[src/rtl/mem_req_arb.sv]
// Round-robin arbiter that funnels per-requester cache-line reads into one memory port,
// tracking outstanding transactions by slot so responses route back to their owner in any order.
module mem_req_arb #(
    parameter int NUM_REQ = 4,
    parameter int ADDR_W  = 32,
    parameter int MAX_OUT = 8
) (
    input  logic                              clk,
    input  logic                              rst_n,
    input  logic [NUM_REQ-1:0]                req_val,
    input  logic [NUM_REQ-1:0][ADDR_W-1:0]    req_addr,
    output logic [NUM_REQ-1:0]                req_rdy,
    output logic                              mem_req_val,
    input  logic                              mem_req_rdy,
    output logic [ADDR_W-1:0]                 mem_req_addr,
    output logic [5:0]                        mem_req_transid,
    input  logic                              mem_resp_val,
    input  logic [5:0]                        mem_resp_transid,
    input  logic [511:0]                      mem_resp_data,
    output logic [NUM_REQ-1:0]                resp_val,
    output logic [511:0]                      resp_data,
    output logic [$clog2(MAX_OUT):0]          outstanding,
    output logic                              err_unexp
);

    localparam int SLOT_W = (MAX_OUT > 1) ? $clog2(MAX_OUT) : 1;
    localparam int OWN_W  = (NUM_REQ > 1) ? $clog2(NUM_REQ) : 1;
    localparam int CNT_W  = $clog2(MAX_OUT) + 1;

    logic [MAX_OUT-1:0] slot_busy;
    logic [OWN_W-1:0]   slot_owner [MAX_OUT];
    logic [OWN_W-1:0]   rr_ptr;
    logic [OWN_W-1:0]   rr_next;

    logic               grant_found;
    logic [OWN_W-1:0]   grant_idx;
    logic               slot_avail;
    logic [SLOT_W-1:0]  free_idx;
    logic               can_accept;
    logic               accept;
    logic               drain;
    logic               resp_in_range;
    logic               resp_hit;
    logic [SLOT_W-1:0]  resp_slot;

    // Round-robin search starting at rr_ptr, wrapping past NUM_REQ-1.
    always_comb begin
        int idx;
        // NOTE: every combinational output gets a default before any branch, so no path leaves it unassigned and no latch is inferred.
        grant_found = 1'b0;
        grant_idx   = '0;
        idx         = 0;
        for (int i = 0; i < NUM_REQ; i++) begin
            idx = int'(rr_ptr) + i;
            if (idx >= NUM_REQ) idx = idx - NUM_REQ;
            if (!grant_found && req_val[idx]) begin
                grant_found = 1'b1;
                grant_idx   = OWN_W'(idx);
            end
        end
    end

    // Lowest-index free slot; only slots already free at cycle start count.
    always_comb begin
        slot_avail = ~&slot_busy;
        free_idx   = '0;
        for (int i = MAX_OUT - 1; i >= 0; i--) begin
            if (!slot_busy[i]) free_idx = SLOT_W'(i);
        end
    end

    assign drain      = mem_req_val & mem_req_rdy;
    assign can_accept = rst_n & (~mem_req_val | mem_req_rdy) & slot_avail;
    assign accept     = can_accept & grant_found;
    assign rr_next    = (grant_idx == OWN_W'(NUM_REQ - 1)) ? '0 : grant_idx + 1'b1;

    always_comb begin
        req_rdy = '0;
        if (accept) req_rdy[grant_idx] = 1'b1;
    end

    // Out-of-range transids never index the slot table as a hit.
    assign resp_in_range = {1'b0, mem_resp_transid} < 7'(MAX_OUT);
    assign resp_slot     = mem_resp_transid[SLOT_W-1:0];
    assign resp_hit      = mem_resp_val & resp_in_range & slot_busy[resp_slot];

    // NOTE: clocked state uses non-blocking assignments so every register samples pre-edge values regardless of statement order.
    always_ff @(posedge clk) begin
        if (!rst_n) begin
            slot_busy       <= '0;
            rr_ptr          <= '0;
            mem_req_val     <= 1'b0;
            mem_req_addr    <= '0;
            mem_req_transid <= '0;
            resp_val        <= '0;
            resp_data       <= '0;
            outstanding     <= '0;
            err_unexp       <= 1'b0;
        end else begin
            if (accept) begin
                slot_busy[free_idx] <= 1'b1;
                rr_ptr              <= rr_next;
                mem_req_val         <= 1'b1;
                mem_req_addr        <= req_addr[grant_idx];
                mem_req_transid     <= 6'(free_idx);
            end else if (drain) begin
                mem_req_val <= 1'b0;
            end

            resp_val <= '0;
            if (resp_hit) begin
                slot_busy[resp_slot]             <= 1'b0;
                resp_val[slot_owner[resp_slot]]  <= 1'b1;
                resp_data                        <= mem_resp_data;
            end else if (mem_resp_val) begin
                err_unexp <= 1'b1;
            end

            // Allocation and free always target different slots, so they net out.
            case ({accept, resp_hit})
                2'b10:   outstanding <= outstanding + CNT_W'(1);
                2'b01:   outstanding <= outstanding - CNT_W'(1);
                default: outstanding <= outstanding;
            endcase
        end
    end

    // NOTE: the owner table is deliberately not reset; slot_busy qualifies every read, so stale owners are never used.
    always_ff @(posedge clk) begin
        if (accept) slot_owner[free_idx] <= grant_idx;
    end

endmodule

[config.mk]
export PLATFORM = sky130hd
export DESIGN_NAME = mem_req_arb
export DESIGN_NICKNAME = d
export VERILOG_FILES = /design/src/rtl/mem_req_arb.sv
export SDC_FILE = /design/constraint.sdc
export NUM_CORES = 1
export LEC_CHECK = 0
export BUFFER_PORTS_ARGS = -buffer_cell sky130_fd_sc_hd__buf_2
export CORE_AREA = 2 2 478 480
export DETAILED_ROUTE_END_ITERATION = 7
export DIE_AREA = 0 0 480 482
export RECOVER_POWER = 50
export SLEW_MARGIN = 40
export SYNTH_ARGS = -nofsm -noshare
export SYNTH_HDL_FRONTEND = slang
export SYNTH_SLANG_ARGS = --single-unit
[constraint.sdc]
create_clock -name clk -period 3.65 [get_ports clk]
set_clock_uncertainty 0.05 [all_clocks]
set_input_delay 0 -clock clk [delete_from_list [all_inputs] [get_ports clk]]
set_output_delay 0 -clock clk [all_outputs]
set_load 0.005 [all_outputs]
## Word level (Yosys, flattened, before mapping)

Memories as Yosys holds them, arrays and structs flattened.
Index checks and enable logic that the tools add are counted.

- Flip-flop bits (word level): 567
- Bits in latches: 0
- RAM bits: 16
- Memory bits (read-only): 0
- Input port bits: 654
- Output and inout bits: 564
- Logic and storage cells: 122
- Memories kept: 1

- Add/sub/neg operators: 10
- Multiply operators: 0
- Divide/modulo/power cells: 0
- Order comparisons: 17
- Eq/ne operators: 3
- Shift-type cells: 0
- Muxes and demuxes: 54
- Bitwise gates (word level): 12
- Reduce and logical (&&, ||, !) cells: 16

Memories:

| memory | words | width | rd ports | clocked after Yosys merged registers in | wr ports | line | source |
|---|---|---|---|---|---|---|---|
| slot_owner | 8 | 2 | 1 | 0 | 1 | 31 | `logic [OWN_W-1:0] slot_owner [MAX_OUT];` |

Operator list:

| kind | number |
|---|---|
| 32-bit 2-to-1 mux | 5 |
| 32-bit by 4-bit less-than comparator with 1-bit output (second input constant) | 4 |
| 32-bit binary-select mux with 2-bit select | 1 |
| 3-bit 2-to-1 mux | 8 |
| 8-bit 2-to-1 mux | 3 |
| 1-bit 2-to-1 mux | 21 |
| 3-bit by 3-bit subtractor with 4-bit output (second input constant) | 3 |
| 2-bit 2-to-1 mux | 5 |
| 3-bit greater-or-equal comparator (second input constant) | 3 |
| 8-bit AND | 1 |
| 1-bit binary-select mux with 2-bit select | 4 |
| 3-bit by 4-bit less-than comparator with 1-bit output (second input constant) | 2 |
| 8-bit inverter | 1 |
| 8-bit bitwise OR | 1 |
| 4-bit case mux with 2 select lines | 1 |
| 8-bit AND reduction | 1 |
| 1-bit logical AND | 7 |
| 2-bit by 2-bit adder with 3-bit output (second input constant) | 2 |
| 1-bit AND | 6 |
| 1-bit demux with 3-bit select | 2 |
| 3-bit by 1-bit greater-or-equal comparator with 1-bit output (second input constant) | 2 |
| 2-bit by 3-bit less-than comparator with 1-bit output (second input constant) | 2 |
| 6-bit by 4-bit less-than comparator with 1-bit output (second input constant) | 1 |
| 4-bit by 1-bit adder with 4-bit output (second input constant) | 1 |
| 16 further kinds | 25 |

## Logic depth before layout (Yosys ltp)

- Depth after elaboration: 20
- Depth in mapped cells: 15

## Least setup slack after synthesis

No wires, ideal clock.

- Path kind: flip-flop to flip-flop
- From: register mem_req_val
- To: register outstanding[2]
- Data arrival time: 2.534 ns
- Required time: 3.530 ns
- Slack: 0.996 ns
- Cell stages (with the launch flop): 13
- Period minus slack after synthesis: 2.654 ns
- Path through: dfxtp_1 -> nand2b_1 -> nor3b_1 -> and2_1 -> buf_2 -> inv_1 -> ha_1 -> xor2_1 -> ha_1 -> a21oi_1 -> xor2_1 -> or3_1 -> a21oi_1

- Word-level cells in the longest chain between the ends: 7
- Elaborated cells on any way between the ends: 9
- Classes of those cells: 2 x eq/ne; 1 x mux; 5 x bitwise; 1 x reduce/logical

RTL lines:

| item | line | source |
|---|---|---|
| from (decl) | 13 | `output logic mem_req_val,` |
| from (signal assigned) | 92 | `mem_req_val <= 1'b0;` |
| from (signal assigned) | 103 | `mem_req_val <= 1'b1;` |
| from (signal assigned) | 107 | `mem_req_val <= 1'b0;` |
| 1-bit inverter * | 73 | `assign can_accept = rst_n & (~mem_req_val \| mem_req_rdy) & slot_avail;` |
| 1-bit bitwise OR * | 73 |  |
| 1-bit AND * (2 in a row) | 73 |  |
| 1-bit AND * | 74 | `assign accept = can_accept & grant_found;` |
| 2-bit by 1-bit == test with 1-bit output / 2-bit == test (equally long branches) | 120 | `case ({accept, resp_hit})` |
| 4-bit case mux with 2 select lines / 2-bit nonzero test (equally long branches) | n/a |  |
| to (signal assigned) | 121 | `2'b10: outstanding <= outstanding + CNT_W'(1);` |
| to (signal assigned) | 122 | `2'b01: outstanding <= outstanding - CNT_W'(1);` |
| to (signal assigned) | 123 | `default: outstanding <= outstanding;` |
| to (decl) | 22 | `output logic [$clog2(MAX_OUT):0] outstanding,` |

Mark *: on every way between the ends. The rest lies on a longest branch, timed or not.
A chain may end at the register's enable or synchronous reset.

## Worst setup path in the final report

- From: register rr_ptr[0]
- To: register mem_req_addr[28]

- Word-level cells in the longest chain between the ends: 17
- Elaborated cells on any way between the ends: 44
- Classes of those cells: 7 x add/sub; 4 x order compare; 26 x mux; 1 x bitwise; 6 x reduce/logical

RTL lines:

| item | line | source |
|---|---|---|
| from (decl) | 32 | `logic [OWN_W-1:0] rr_ptr;` |
| from (signal assigned) | 102 | `rr_ptr <= rr_next;` |
| parallel branches: the longest is 17 deep, another holds 3-bit by 3-bit subtractor with 4-bit output | n/a |  |
| to (signal assigned) | 104 | `mem_req_addr <= req_addr[grant_idx];` |
| to (decl) | 15 | `output logic [ADDR_W-1:0] mem_req_addr,` |

Several ways; the timed one is not identified. The select of a mux whose other input is x is not followed.

==> flow_summary.ini <==
[synth]
syn_inst = 2587
synth_flop_cell = dfxtp_1
syn_area_sq_um = 21300
netlist_top_cells_count = nand2_1 (1073), dfxtp_1 (567), a21oi_1 (525), clkbuf_1 (108), mux2i_1 (68)
ys_seq_area_share_pct = 55.6
ys_warn_count = 0
yosysMostFrequentCell = nand2_1
yosys-top-cells-area = dfxtp_1 (53%), nand2_1 (19%), a21oi_1 (12%), mux2i_1 (3.2%), edfxtp_1 (2.3%)
synth.distinct_cells = 48
yosys.area.top_type = dfxtp_1
async_flop_share_pct = 0
yosys_register_bits = 583
avgSynthCellArea_sq_um = 8.23
synth-edff-count = 16
synth_top_area_share_pct = 53.3

[timing]
min_period_ns = 3.42
finalCritPeriodShare_pct = 93.7
setup-tns-final_ns = 0
final.setup.worst_slack_ns = 0.228
max_clock_freq_mhz = 292
rsz0062_at_grt = no
slew_headroom_pct = 38.4
setup_viol = 0
tightest_slew_ns = 0.924
slew_violations = 0
hold_violations = 0

[critical_path]
critPathCaptureType = flip-flop
timing.rr.start = rr_ptr[0]$_SDFFE_PN0P_
critPathKind = flip-flop to flip-flop
rr_worst_depth = 7
rr_endpoint = mem_req_addr[28]$_SDFFE_PN0P_
cp.arrival_ns = 3.96
worst_setup_path_start_kind = flip-flop
critPathMaxFanout = 13
ff2ff_setup_slack_ns = 0.23
worstPathRequired_ns = 4.19

[clock_network]
cts_tree = done
clkLatencyLatePin_ns = 0.70
cts.sinks = 583
root_buffer = clkbuf_16
clk_path_buf_depth = 3
cts_htree_levels = 3
numCtsBuffers = 80
clk_pin_slew_ns = 0.06
post_cts_buffers = 0

[detailed_routing]
vias_per_cell = 3.50
routedWlPerCell_um = 23.5
drt-initial-drc-count = 1608
drc = 0
ant_nets = 0
routed_wl_um = 185000
via_count = 27506
dr.pass1.iters = 5

[floorplanning]
die_area_sq_um = 231000
rows = 175
fp.dieW_um = 480
io-pin-count = 1218
die_y_um = 482
start_util_pct = 9.41
coreArea_sq_um = 226000

[place]
place_hpwl_um = 146000
port_buffers = 1214
dp.cells = 6640
pre_cts_ws_ns = 0.812
place_area_sq_um = 30500
place.gp.congestion = 0.910

[global_route]
grt_pass1_wl_um = 236000
grt-ovfl-total = 0
grt_max_degree = 177
grt_pass1_vias = 27765
grt_usage_pct = 15.1
antenna_found_initial = 129

[outcome]
status = finished, final reports clean

[hold_path]
min_to = resp_data[112]$_SDFFE_PN0N_
min_from = mem_resp_data[112]
min_delay_path_depth = 4
min_path_type = input pin to flip-flop

[cells_and_area]
drive_above_1_share_pct = 18.4
stdcell_count = 7852
fin_area_sq_um = 42700
design.final.nets = 5354
fillCellCount = 25330
syn_to_final_growth_pct = 101

[power]
power_leakage_nw = 15.8
power_density_nw_per_um2 = 420
ir_drop_v = 0.000334

[job]
maxCapViolCount = 0
flip-flops by register name, summed over array words and instances, names as in the netlist:
signal	cells
err_unexp	1
mem_req_addr	32
mem_req_transid	3
mem_req_val	1
outstanding	4
resp_data	512
resp_val	4
rr_ptr	2
slot_busy	8
slot_owner	16
worst max path at each step:
stage / from / to / slack, ns / depth (start not counted)
after CTS: rr_ptr[0]$_SDFFE_PN0P_ / mem_req_addr[25]$_SDFFE_PN0P_ / 0.40 / 7
after global routing: mem_req_val$_SDFFE_PN0P_ / mem_req_addr[3]$_SDFFE_PN0P_ / 0.10 / 7
after detailed placement: mem_resp_transid[2] / resp_data[329]$_SDFFE_PN0N_ / 0.81 / 8
after floorplan: mem_req_val$_SDFFE_PN0P_ / outstanding[2]$_SDFFE_PN0P_ / 1.0 / 12
after global placement: slot_busy[2]$_SDFF_PN0_ / outstanding[2]$_SDFFE_PN0P_ / 0.79 / 11
final: rr_ptr[0]$_SDFFE_PN0P_ / mem_req_addr[28]$_SDFFE_PN0P_ / 0.23 / 7
routing by layer:
| layer | GRT usage, % | wire length (um) | up-vias |
|---|---|---|---|
| met3 | 12.9 | 34900 | 427 |
| met1 | 14.7 | 63200 | 12718 |
| met2 | 22.5 | 76300 | 1482 |
| met5 | 0 | 235 | - |
| met4 | 7.52 | 9970 | 38 |
| li1 | - | - | 12841 |
power breakdown:
group	total, mW	leakage, nW	internal [mW]	switching [mW]
Combinational	2.63	9.67	1.46	1.16
Clock	8.62	1.39	5.06	3.56
Sequential	6.68	4.73	6.58	0.107
Total	17.9	15.8	13.1	4.83
stage by stage:
stage	util [%]	power [mW]	hold WS [ns]
2_1_floorplan	-	7.45	0.0860
3_3_place_gp	13.5	8.32	0.192
3_5_place_dp	13.5	8.32	0.195
4_1_cts	19.0	18.2	0.000208
5_1_grt	18.9	18.6	0.0268
6_report	18.9	17.9	0.0627
worst max-delay path, cell delays in order (launching register included):
cell and delay [ns]:
dfxtp_1 0.34, o221a_2 0.32, o22ai_4 0.60, buf_4 0.39
mux2i_1 0.26, dlygate4sd3_1 0.59, o221ai_1 0.13, dlygate4sd3_1 0.62
placed cells by master (no fill, tap or decap), types with 8 or more instances in the layout:
master / synthesis / routed
nand2_1: 1073 / 1073
dlygate4sd3_1: 0 / 978
buf_2: 34 / 695
dfxtp_1: 567 / 567
clkbuf_1: 108 / 531
a21oi_1: 525 / 524
diode_2: 0 / 87
clkbuf_16: 0 / 81
mux2i_1: 68 / 68
o221ai_1: 34 / 34
clkbuf_8: 0 / 18
edfxtp_1: 16 / 16
o21ai_0: 11 / 11
buf_4: 37 / 11
nor2_1: 10 / 10
clkinv_2: 0 / 10
buf_12: 0 / 10
inv_1: 8 / 8
bufinv_16: 0 / 8
layout make-up:
type | instances | area, sq um | share of cell area, %
flip-flops and latches | 583 | 11800 | 27.7
repair buffers | 2219 | 15600 | 36.5
multi-input cells | 1799 | 8420 | 19.7
clock buffers | 110 | 2320 | 5.42
clock inverters | 35 | 519 | 1.22
well taps | 3009 | 3760 | 8.81
diodes | 87 | 218 | 0.510
inverters | 10 | 52.6 | 0.123
kinds of logic (layout without fill, tap and decap cells):
logic type / count (synthesis) / in the layout / synth area share, %
XOR/XNOR: 3 / 3 / 0.123
AO/OA/AOI/OAI: 591 / 591 / 14.9
flip-flops: 583 / 583 / 55.6
buffers and inverters: 207 / 2374 / 5.05
AND/OR/NAND/NOR: 1123 / 1123 / 20.3
multiplexers: 72 / 72 / 3.62
other: 1 / 90 / 0.0176
adder cells (fa/ha/maj): 7 / 7 / 0.411
repair_timing:
item	in CTS	in global routing
hold buffers	978	0
endpoints found under the hold margin	569	0
resized for setup	0	0
Note: power is estimated with default switching activity, not from simulation.
